[config.mk]
export PLATFORM = sky130hd
export DESIGN_NAME = mem_access_cycle
export DESIGN_NICKNAME = d
export VERILOG_FILES = /design/src/rtl/mem_access_cycle_pkg.sv /design/src/rtl/mem_access_cycle_lsu_align.sv /design/src/rtl/mem_access_cycle.sv
export SDC_FILE = /design/constraint.sdc
export NUM_CORES = 1
export LEC_CHECK = 0
export ABC_AREA = 1
export CAP_MARGIN = 20
export CORE_AREA = 2 2 150 152
export CTS_BUF_LIST = sky130_fd_sc_hd__clkbuf_8 sky130_fd_sc_hd__clkbuf_16
export DETAILED_ROUTE_END_ITERATION = 6
export DIE_AREA = 0 0 152 154
export GPL_ROUTABILITY_DRIVEN = 0
export GPL_TIMING_DRIVEN = 0
export HOLD_SLACK_MARGIN = 0.06
export PLACE_DENSITY = 0.79
export SLEW_MARGIN = 40
export SYNTH_ARGS = -nofsm -noshare
export SYNTH_HDL_FRONTEND = slang
export SYNTH_HIERARCHICAL = 1
export SYNTH_SLANG_ARGS = --single-unit
[constraint.sdc]
create_clock -name clk -period 8.73 [get_ports clk]
set_clock_uncertainty 0.15 [all_clocks]
set_input_delay 2.619 -clock clk [delete_from_list [all_inputs] [get_ports clk]]
set_output_delay 2.619 -clock clk [all_outputs]
set_load 0.01 [all_outputs]
[src/rtl/mem_access_cycle_pkg.sv]
// ---------------------------------------------------------------------------
// mem_access_cycle_pkg
// Shared definitions for the memory-stage bus access logic:
//   - funct3 access-width encodings (B, H, W, BU, HU)
//   - memory-stage FSM state type
//   - default bus-abort timeout
//   - helper that flags misaligned effective addresses
// ---------------------------------------------------------------------------
package mem_access_cycle_pkg;

   // Access width encodings taken from InstrM[14:12]
   localparam logic [2:0] F3_B  = 3'b000;
   localparam logic [2:0] F3_H  = 3'b001;
   localparam logic [2:0] F3_W  = 3'b010;
   localparam logic [2:0] F3_BU = 3'b100;
   localparam logic [2:0] F3_HU = 3'b101;

   // Default number of request cycles before a bus access is abandoned
   localparam int unsigned DEFAULT_TIMEOUT = 255;

   typedef enum logic [0:0] {
      ST_IDLE = 1'b0,
      ST_WAIT = 1'b1
   } memState_t;

   // Halfwords need an even address, words need a 4-byte aligned address.
   // Unused encodings fall into the word case so they are checked strictly.
   function automatic logic isMisaligned(input logic [2:0] funct3,
                                         input logic [1:0] addrLow);
      logic mis;
      case (funct3)
         F3_B, F3_BU: mis = 1'b0;
         F3_H, F3_HU: mis = addrLow[0];
         default:     mis = (addrLow != 2'b00);
      endcase
      return mis;
   endfunction

endpackage

[src/rtl/mem_access_cycle_lsu_align.sv]
// ---------------------------------------------------------------------------
// lsu_align
// Purely combinational lane steering for the data memory port.
//   funct3     in  3   access width (InstrM[14:12])
//   addrLow    in  2   effective address bits [1:0]
//   storeData  in  32  register value to store
//   rdata      in  32  word returned by the bus
//   byteEn     out 4   byte enables for the addressed lanes
//   storeLanes out 32  store data replicated across lanes
//   loadData   out 32  selected and sign/zero-extended load value
//   misaligned out 1   access violates its natural alignment
// ---------------------------------------------------------------------------
module lsu_align
   import mem_access_cycle_pkg::*;
(
   input  logic [2:0]  funct3,
   input  logic [1:0]  addrLow,
   input  logic [31:0] storeData,
   input  logic [31:0] rdata,
   output logic [3:0]  byteEn,
   output logic [31:0] storeLanes,
   output logic [31:0] loadData,
   output logic        misaligned
);

   logic [7:0]  byteLane_s;
   logic [15:0] halfLane_s;

   // Alignment check shared with the package helper
   always_comb begin
      misaligned = isMisaligned(funct3, addrLow);
   end

   // Store side: enables shift with the address, data is replicated so the
   // addressed lanes always carry the value regardless of offset
   always_comb begin
      byteEn     = 4'b1111;
      storeLanes = storeData;
      case (funct3)
         F3_B, F3_BU: begin
            byteEn     = 4'b0001 << addrLow;
            storeLanes = {4{storeData[7:0]}};
         end
         F3_H, F3_HU: begin
            byteEn     = 4'b0011 << addrLow;
            storeLanes = {2{storeData[15:0]}};
         end
         default: begin
            byteEn     = 4'b1111;
            storeLanes = storeData;
         end
      endcase
   end

   // Load side: pick the addressed byte and halfword lanes
   always_comb begin
      byteLane_s = rdata[7:0];
      case (addrLow)
         2'b00:   byteLane_s = rdata[7:0];
         2'b01:   byteLane_s = rdata[15:8];
         2'b10:   byteLane_s = rdata[23:16];
         2'b11:   byteLane_s = rdata[31:24];
         default: byteLane_s = rdata[7:0];
      endcase
      if (addrLow[1]) begin
         halfLane_s = rdata[31:16];
      end else begin
         halfLane_s = rdata[15:0];
      end
   end

   // Load side: extend the selected lane to a full register value
   always_comb begin
      loadData = rdata;
      case (funct3)
         F3_B:    loadData = {{24{byteLane_s[7]}}, byteLane_s};
         F3_BU:   loadData = {24'h000000, byteLane_s};
         F3_H:    loadData = {{16{halfLane_s[15]}}, halfLane_s};
         F3_HU:   loadData = {16'h0000, halfLane_s};
         default: loadData = rdata;
      endcase
   end

endmodule

[src/rtl/mem_access_cycle.sv]
// ---------------------------------------------------------------------------
// mem_access_cycle
// Memory stage of the pipeline: drives the data bus for loads/stores, stalls
// the front of the pipeline while the bus is busy, aborts hung accesses and
// holds the MEM/WB pipeline register.
//   clk, rst                      clock, async active-low reset
//   RegWriteM..InstrM             EX/MEM register contents (ALU_ResultM is
//                                 the effective address)
//   dmem_req/we/addr/wdata/be     bus request side
//   dmem_ack/rdata                bus response side
//   stall_M                       freezes PC, IF/ID, ID/EX and EX/MEM
//   RegWriteW..InstrW             MEM/WB register contents
//   misalign_W, buserr_W          one-cycle exception flags in MEM/WB
// ---------------------------------------------------------------------------
module mem_access_cycle
   import mem_access_cycle_pkg::*;
#(
   parameter int unsigned TIMEOUT = DEFAULT_TIMEOUT
)(
   input  logic        clk,
   input  logic        rst,
   input  logic        RegWriteM,
   input  logic        LoadM,
   input  logic        StoreM,
   input  logic [1:0]  ResultSrcM,
   input  logic [4:0]  RD_M,
   input  logic [31:0] PCPlus4M,
   input  logic [31:0] WriteDataM,
   input  logic [31:0] ALU_ResultM,
   input  logic [31:0] InstrM,
   output logic        dmem_req,
   output logic        dmem_we,
   output logic [31:0] dmem_addr,
   output logic [31:0] dmem_wdata,
   output logic [3:0]  dmem_be,
   input  logic        dmem_ack,
   input  logic [31:0] dmem_rdata,
   output logic        stall_M,
   output logic        RegWriteW,
   output logic [1:0]  ResultSrcW,
   output logic [4:0]  RD_W,
   output logic [31:0] PCPlus4W,
   output logic [31:0] ALU_ResultW,
   output logic [31:0] ReadDataW,
   output logic [31:0] InstrW,
   output logic        misalign_W,
   output logic        buserr_W
);

   // The counter holds the number of request cycles already spent on the
   // current access (the IDLE launch cycle counts as the first), so the
   // access is abandoned on its TIMEOUT-th request cycle. The >= compare
   // only matters for TIMEOUT=1, where the first WAIT cycle already aborts.
   localparam logic [7:0] TIMEOUT_LAST = 8'(TIMEOUT - 32'd1);

   memState_t   state_r;
   logic [7:0]  waitCount_r;

   logic        misaligned_s;
   logic [3:0]  byteEn_s;
   logic [31:0] storeLanes_s;
   logic [31:0] loadData_s;
   logic        memOp_s;
   logic        accessValid_s;
   logic        inWait_s;
   logic        timeout_s;
   logic        loadDone_s;

   lsu_align u_lsu_align (
      .funct3     (InstrM[14:12]),
      .addrLow    (ALU_ResultM[1:0]),
      .storeData  (WriteDataM),
      .rdata      (dmem_rdata),
      .byteEn     (byteEn_s),
      .storeLanes (storeLanes_s),
      .loadData   (loadData_s),
      .misaligned (misaligned_s)
   );

   // Access qualification, abort detection and the combinational bus/stall
   // outputs. Address, enables and data come straight from EX/MEM, which is
   // frozen by stall_M, so they stay stable for the whole request.
   always_comb begin
      memOp_s       = LoadM | StoreM;
      accessValid_s = memOp_s & ~misaligned_s;
      inWait_s      = (state_r == ST_WAIT);
      timeout_s     = inWait_s & (waitCount_r >= TIMEOUT_LAST) & ~dmem_ack;
      if (inWait_s) begin
         dmem_req = 1'b1;
      end else begin
         dmem_req = accessValid_s;
      end
      stall_M    = dmem_req & ~dmem_ack & ~timeout_s;
      dmem_we    = accessValid_s & StoreM;
      dmem_addr  = {ALU_ResultM[31:2], 2'b00};
      dmem_be    = byteEn_s;
      dmem_wdata = storeLanes_s;
      // A store wins when both LoadM and StoreM are set
      loadDone_s = accessValid_s & LoadM & ~StoreM & ~timeout_s;
   end

   // Bus access FSM and request-cycle counter
   always_ff @(posedge clk or negedge rst) begin
      if (!rst) begin
         state_r     <= ST_IDLE;
         waitCount_r <= 8'd0;
      end else begin
         case (state_r)
            ST_IDLE: begin
               if (dmem_req & ~dmem_ack) begin
                  state_r     <= ST_WAIT;
                  waitCount_r <= 8'd1;
               end else begin
                  state_r     <= ST_IDLE;
                  waitCount_r <= 8'd0;
               end
            end
            ST_WAIT: begin
               if (dmem_ack | timeout_s) begin
                  state_r     <= ST_IDLE;
                  waitCount_r <= 8'd0;
               end else begin
                  state_r     <= ST_WAIT;
                  waitCount_r <= waitCount_r + 8'd1;
               end
            end
            default: begin
               state_r     <= ST_IDLE;
               waitCount_r <= 8'd0;
            end
         endcase
      end
   end

   // MEM/WB register: bubble while stalled, otherwise capture EX/MEM plus
   // the load result and the exception flags
   always_ff @(posedge clk or negedge rst) begin
      if (!rst) begin
         RegWriteW   <= 1'b0;
         ResultSrcW  <= 2'b00;
         RD_W        <= 5'd0;
         PCPlus4W    <= 32'h00000000;
         ALU_ResultW <= 32'h00000000;
         ReadDataW   <= 32'h00000000;
         InstrW      <= 32'h00000000;
         misalign_W  <= 1'b0;
         buserr_W    <= 1'b0;
      end else if (stall_M) begin
         // Remaining fields keep their previous values
         RegWriteW   <= 1'b0;
         InstrW      <= 32'h00000000;
         misalign_W  <= 1'b0;
         buserr_W    <= 1'b0;
      end else begin
         RegWriteW   <= RegWriteM & ~(memOp_s & misaligned_s) & ~timeout_s;
         ResultSrcW  <= ResultSrcM;
         RD_W        <= RD_M;
         PCPlus4W    <= PCPlus4M;
         ALU_ResultW <= ALU_ResultM;
         ReadDataW   <= loadDone_s ? loadData_s : 32'h00000000;
         InstrW      <= InstrM;
         misalign_W  <= memOp_s & misaligned_s;
         buserr_W    <= timeout_s;
      end
   end

endmodule

==> results <==
## report_power, final
part	switching, uW	internal (uW)	leakage [uW]
Sequential	38.7	758	0.00185
Clock	322	418	0.000283
Combinational	285	318	0.00354
## cell type report
type / instances / area share
clock buffers: 19 / 0.0375
repair buffers: 381 / 0.319
clock inverters: 13 / 0.0115
multi-input cells: 612 / 0.225
inverters: 55 / 0.0173
plain buffers: 98 / 0.0549
well taps: 280 / 0.0290
flip-flops and latches: 147 / 0.305
## sequential cells by signal (all words and copies together), names as in the netlist, 2 cells and up
name / flops
waitCount_r: 8
InstrW: 32
RD_W: 5
ReadDataW: 32
PCPlus4W: 32
ALU_ResultW: 32
ResultSrcW: 2
## path summary, 6_finish.rpt
| path | start | endpoint | slack, ps |
|---|---|---|---|
| worst max-delay path | ALU_ResultM[0] | stall_M | 210 |
| worst min-delay path | RD_W[3] | RD_W[3] | 320 |
| worst max register to register | waitCount_r[0] | ReadDataW[12] | 6620 |
| worst min register to register | RD_W[3] | RD_W[3] | 320 |
| max in group asynchronous | rst | PCPlus4W[5] | 6040 |
| min in group asynchronous | rst | InstrW[12] | 1820 |
## metal layers
layer | routed length, microns | track usage | up-vias
met5 | 0 | 0 | -
met4 | 1230 | 0.103 | 0
met3 | 2400 | 0.0688 | 83
met2 | 14500 | 0.437 | 447
met1 | 10000 | 0.243 | 3600
li1 | - | - | 3668
## worst max-delay path, stage by stage
cell,delay (ps)
clkdlybuf4s50_1,580
buf_2,280
inv_1,120
clkbuf_1,240
a211oi_1,550
inv_1,140
nand4_1,250
nand2_4,130
buf_6,200
buf_6,160
clkdlybuf4s50_1,470
## cells in the final DEF (no fill, tap or decap), types with 2 or more instances in the layout
cell | netlist | layout
clkbuf_1 | 22 | 22
buf_2 | 13 | 13
inv_2 | 4 | 4
inv_6 | 0 | 3
or2_2 | 2 | 2
a21oi_1 | 6 | 6
nand3_1 | 153 | 153
dfrtp_1 | 147 | 147
o21ai_1 | 22 | 22
clkinvlp_4 | 0 | 3
nand4_1 | 2 | 2
ha_1 | 2 | 2
inv_8 | 0 | 3
buf_16 | 0 | 2
nor2_1 | 66 | 66
nand3_2 | 2 | 2
buf_1 | 5 | 5
nand2_4 | 2 | 2
nor3_1 | 3 | 2
clkbuf_8 | 0 | 2
clkinv_4 | 0 | 3
xor2_1 | 3 | 3
buf_6 | 16 | 16
inv_1 | 50 | 50
clkdlybuf4s50_1 | 0 | 378
or3_1 | 6 | 6
o21ai_0 | 38 | 38
conb_1 | 1 | 2
buf_4 | 42 | 42
nand2_1 | 292 | 292
o211ai_1 | 2 | 2
clkbuf_16 | 0 | 17
nor2_2 | 3 | 3
## through the flow
step	hold slack, ps	power [uW]	util	setup WS (ps)	area [sq um]
2_1_floorplan	313	1040	-	2060	7260
3_3_place_gp	303	1400	0.526	-1150	11400
3_5_place_dp	309	1410	0.529	192	11500
4_1_cts	324	2160	0.556	179	12100
5_1_grt	345	2230	0.556	43.4	12100
6_report	322	2140	0.556	211	12100
## cells by family (layout without fill, tap and decap cells)
| kind of cell | count (synthesis) | after routing |
|---|---|---|
| simple gates | 534 | 534 |
| buf+inv | 153 | 566 |
| compound gates | 70 | 70 |
| fa+ha+maj | 2 | 2 |
| other cells | 1 | 2 |
| flops | 147 | 147 |
| xor+xnor | 4 | 4 |
==> results.py <==
metrics = {
    "outcome": {
        "status": "completed",
    },
    "synth": {
        "avgSynthCellArea_sq_um": 7.97,
        "synth-edff-count": 0,
        "synth_common_cells": "292 x nand2_1, 153 x nand3_1, 147 x dfrtp_1",
        "synth.mux.area_fraction": 0,
        "synth_compound_area_frac": 0.0495,
        "synth_area_leaders": "dfrtp_1 51%, nand2_1 15%, nand3_1 11%, buf_4 4.3%, nor2_1 3.4%",
        "yosysTopAreaCell": "dfrtp_1",
        "yosys.cell_count.top_type": "nand2_1",
        "synthCells": 911,
        "yosys_warnings": 6,
        "seq_area_frac_synth": 0.507,
        "synth_xor_area_frac": 0.00483,
        "synth-simple-area-share": 0.315,
        "synth_top_family_by_area": "simple AND/OR/NAND/NOR gates",
        "yosys.area_share.adder": 0.00345,
        "synth_top_area_share": 0.507,
        "synth.distinct_cells": 32,
        "synth_top_flop_cell": "dfrtp_1",
        "synth_seq_cells": 147,
        "ys_async_sr_fraction": 1.00,
        "syn_area_sq_um": 7260,
    },
    "timing": {
        "relSlewSlack": 0.629,
        "drv_slew": 0,
        "setup_violations": 0,
        "fmax_ghz": 0.117,
        "rsz0062_at_grt": "no",
        "setup_tns_ps": 0,
        "finalHoldViolations": 0,
        "tightestPinTransition_ps": 557,
        "fin_crit_ps": 8520,
        "period_share": 0.976,
    },
    "global_route": {
        "grt_pass1_vias": 7713,
        "antenna_found_initial": 0,
        "grt_use_total": 0.234,
        "overflow": 0,
        "grt_max_degree": 74,
        "grt_pass1_wl_microns": 42600,
    },
    "cts": {
        "cts_buffers": 17,
        "clk_pin_slew_ps": 60,
        "cts-resized-gates": 0,
        "root_buffer": "clkbuf_16",
        "post_cts_buffers": 0,
        "cts_sinks": 147,
        "clockBufferDepth": 2,
        "htree_levels": 4,
        "clk_latency_ps": 410,
        "ctsHoldBuffers": 0,
        "cts_tree": "yes",
    },
    "cells_and_area": {
        "instances_no_fill": 1605,
        "fin_nets": 1487,
        "fillCellCount": 1959,
        "syn_to_final_growth_pct": 66.2,
        "diodes": 0,
        "seqCellArea_sq_um": 3680,
        "drive_above_1_share": 0.0936,
        "multi_input_area_sq_um": 2720,
    },
    "floorplanning": {
        "die_area_sq_um": 23400,
        "coreArea_sq_um": 21700,
        "initial_core_util": 0.335,
        "io_pins": 382,
        "rows": 54,
        "die_x_microns": 152,
        "die_height_microns": 154,
    },
    "drt": {
        "vias_per_cell": 4.86,
        "vias": 7798,
        "drtIter0Drc": 501,
        "antenna_left": 0,
        "finalWirelength_microns": 28200,
        "wl_per_cell_microns": 17.5,
        "drtPass1Iterations": 7,
        "remaining_drc_errors": 0,
    },
    "worst_hold_path": {
        "worstHoldPathCells": 2,
        "hold_class": "reg2reg",
    },
    "worst_setup_path": {
        "path_max_fanout": 10,
        "critPathRequiredTime_ps": 5960,
        "crit_arrival_ps": 5750,
        "critPathKind": "in2out",
        "rr_worst_depth": 10,
        "start_kind": "primary input",
        "cp-end-kind": "output port",
    },
    "power": {
        "p_leak_uw": 0.00567,
        "peakVddDrop_mv": 0.117,
        "power_density_nw_per_um2": 177,
    },
    "place": {
        "port-buffer-count": 379,
        "hpwl_microns": 22300,
        "placed_cells": 1573,
    },
    "run": {
        "max_cap_viol_count": 0,
    },
}
Note: power is estimated with default switching activity, not from simulation.
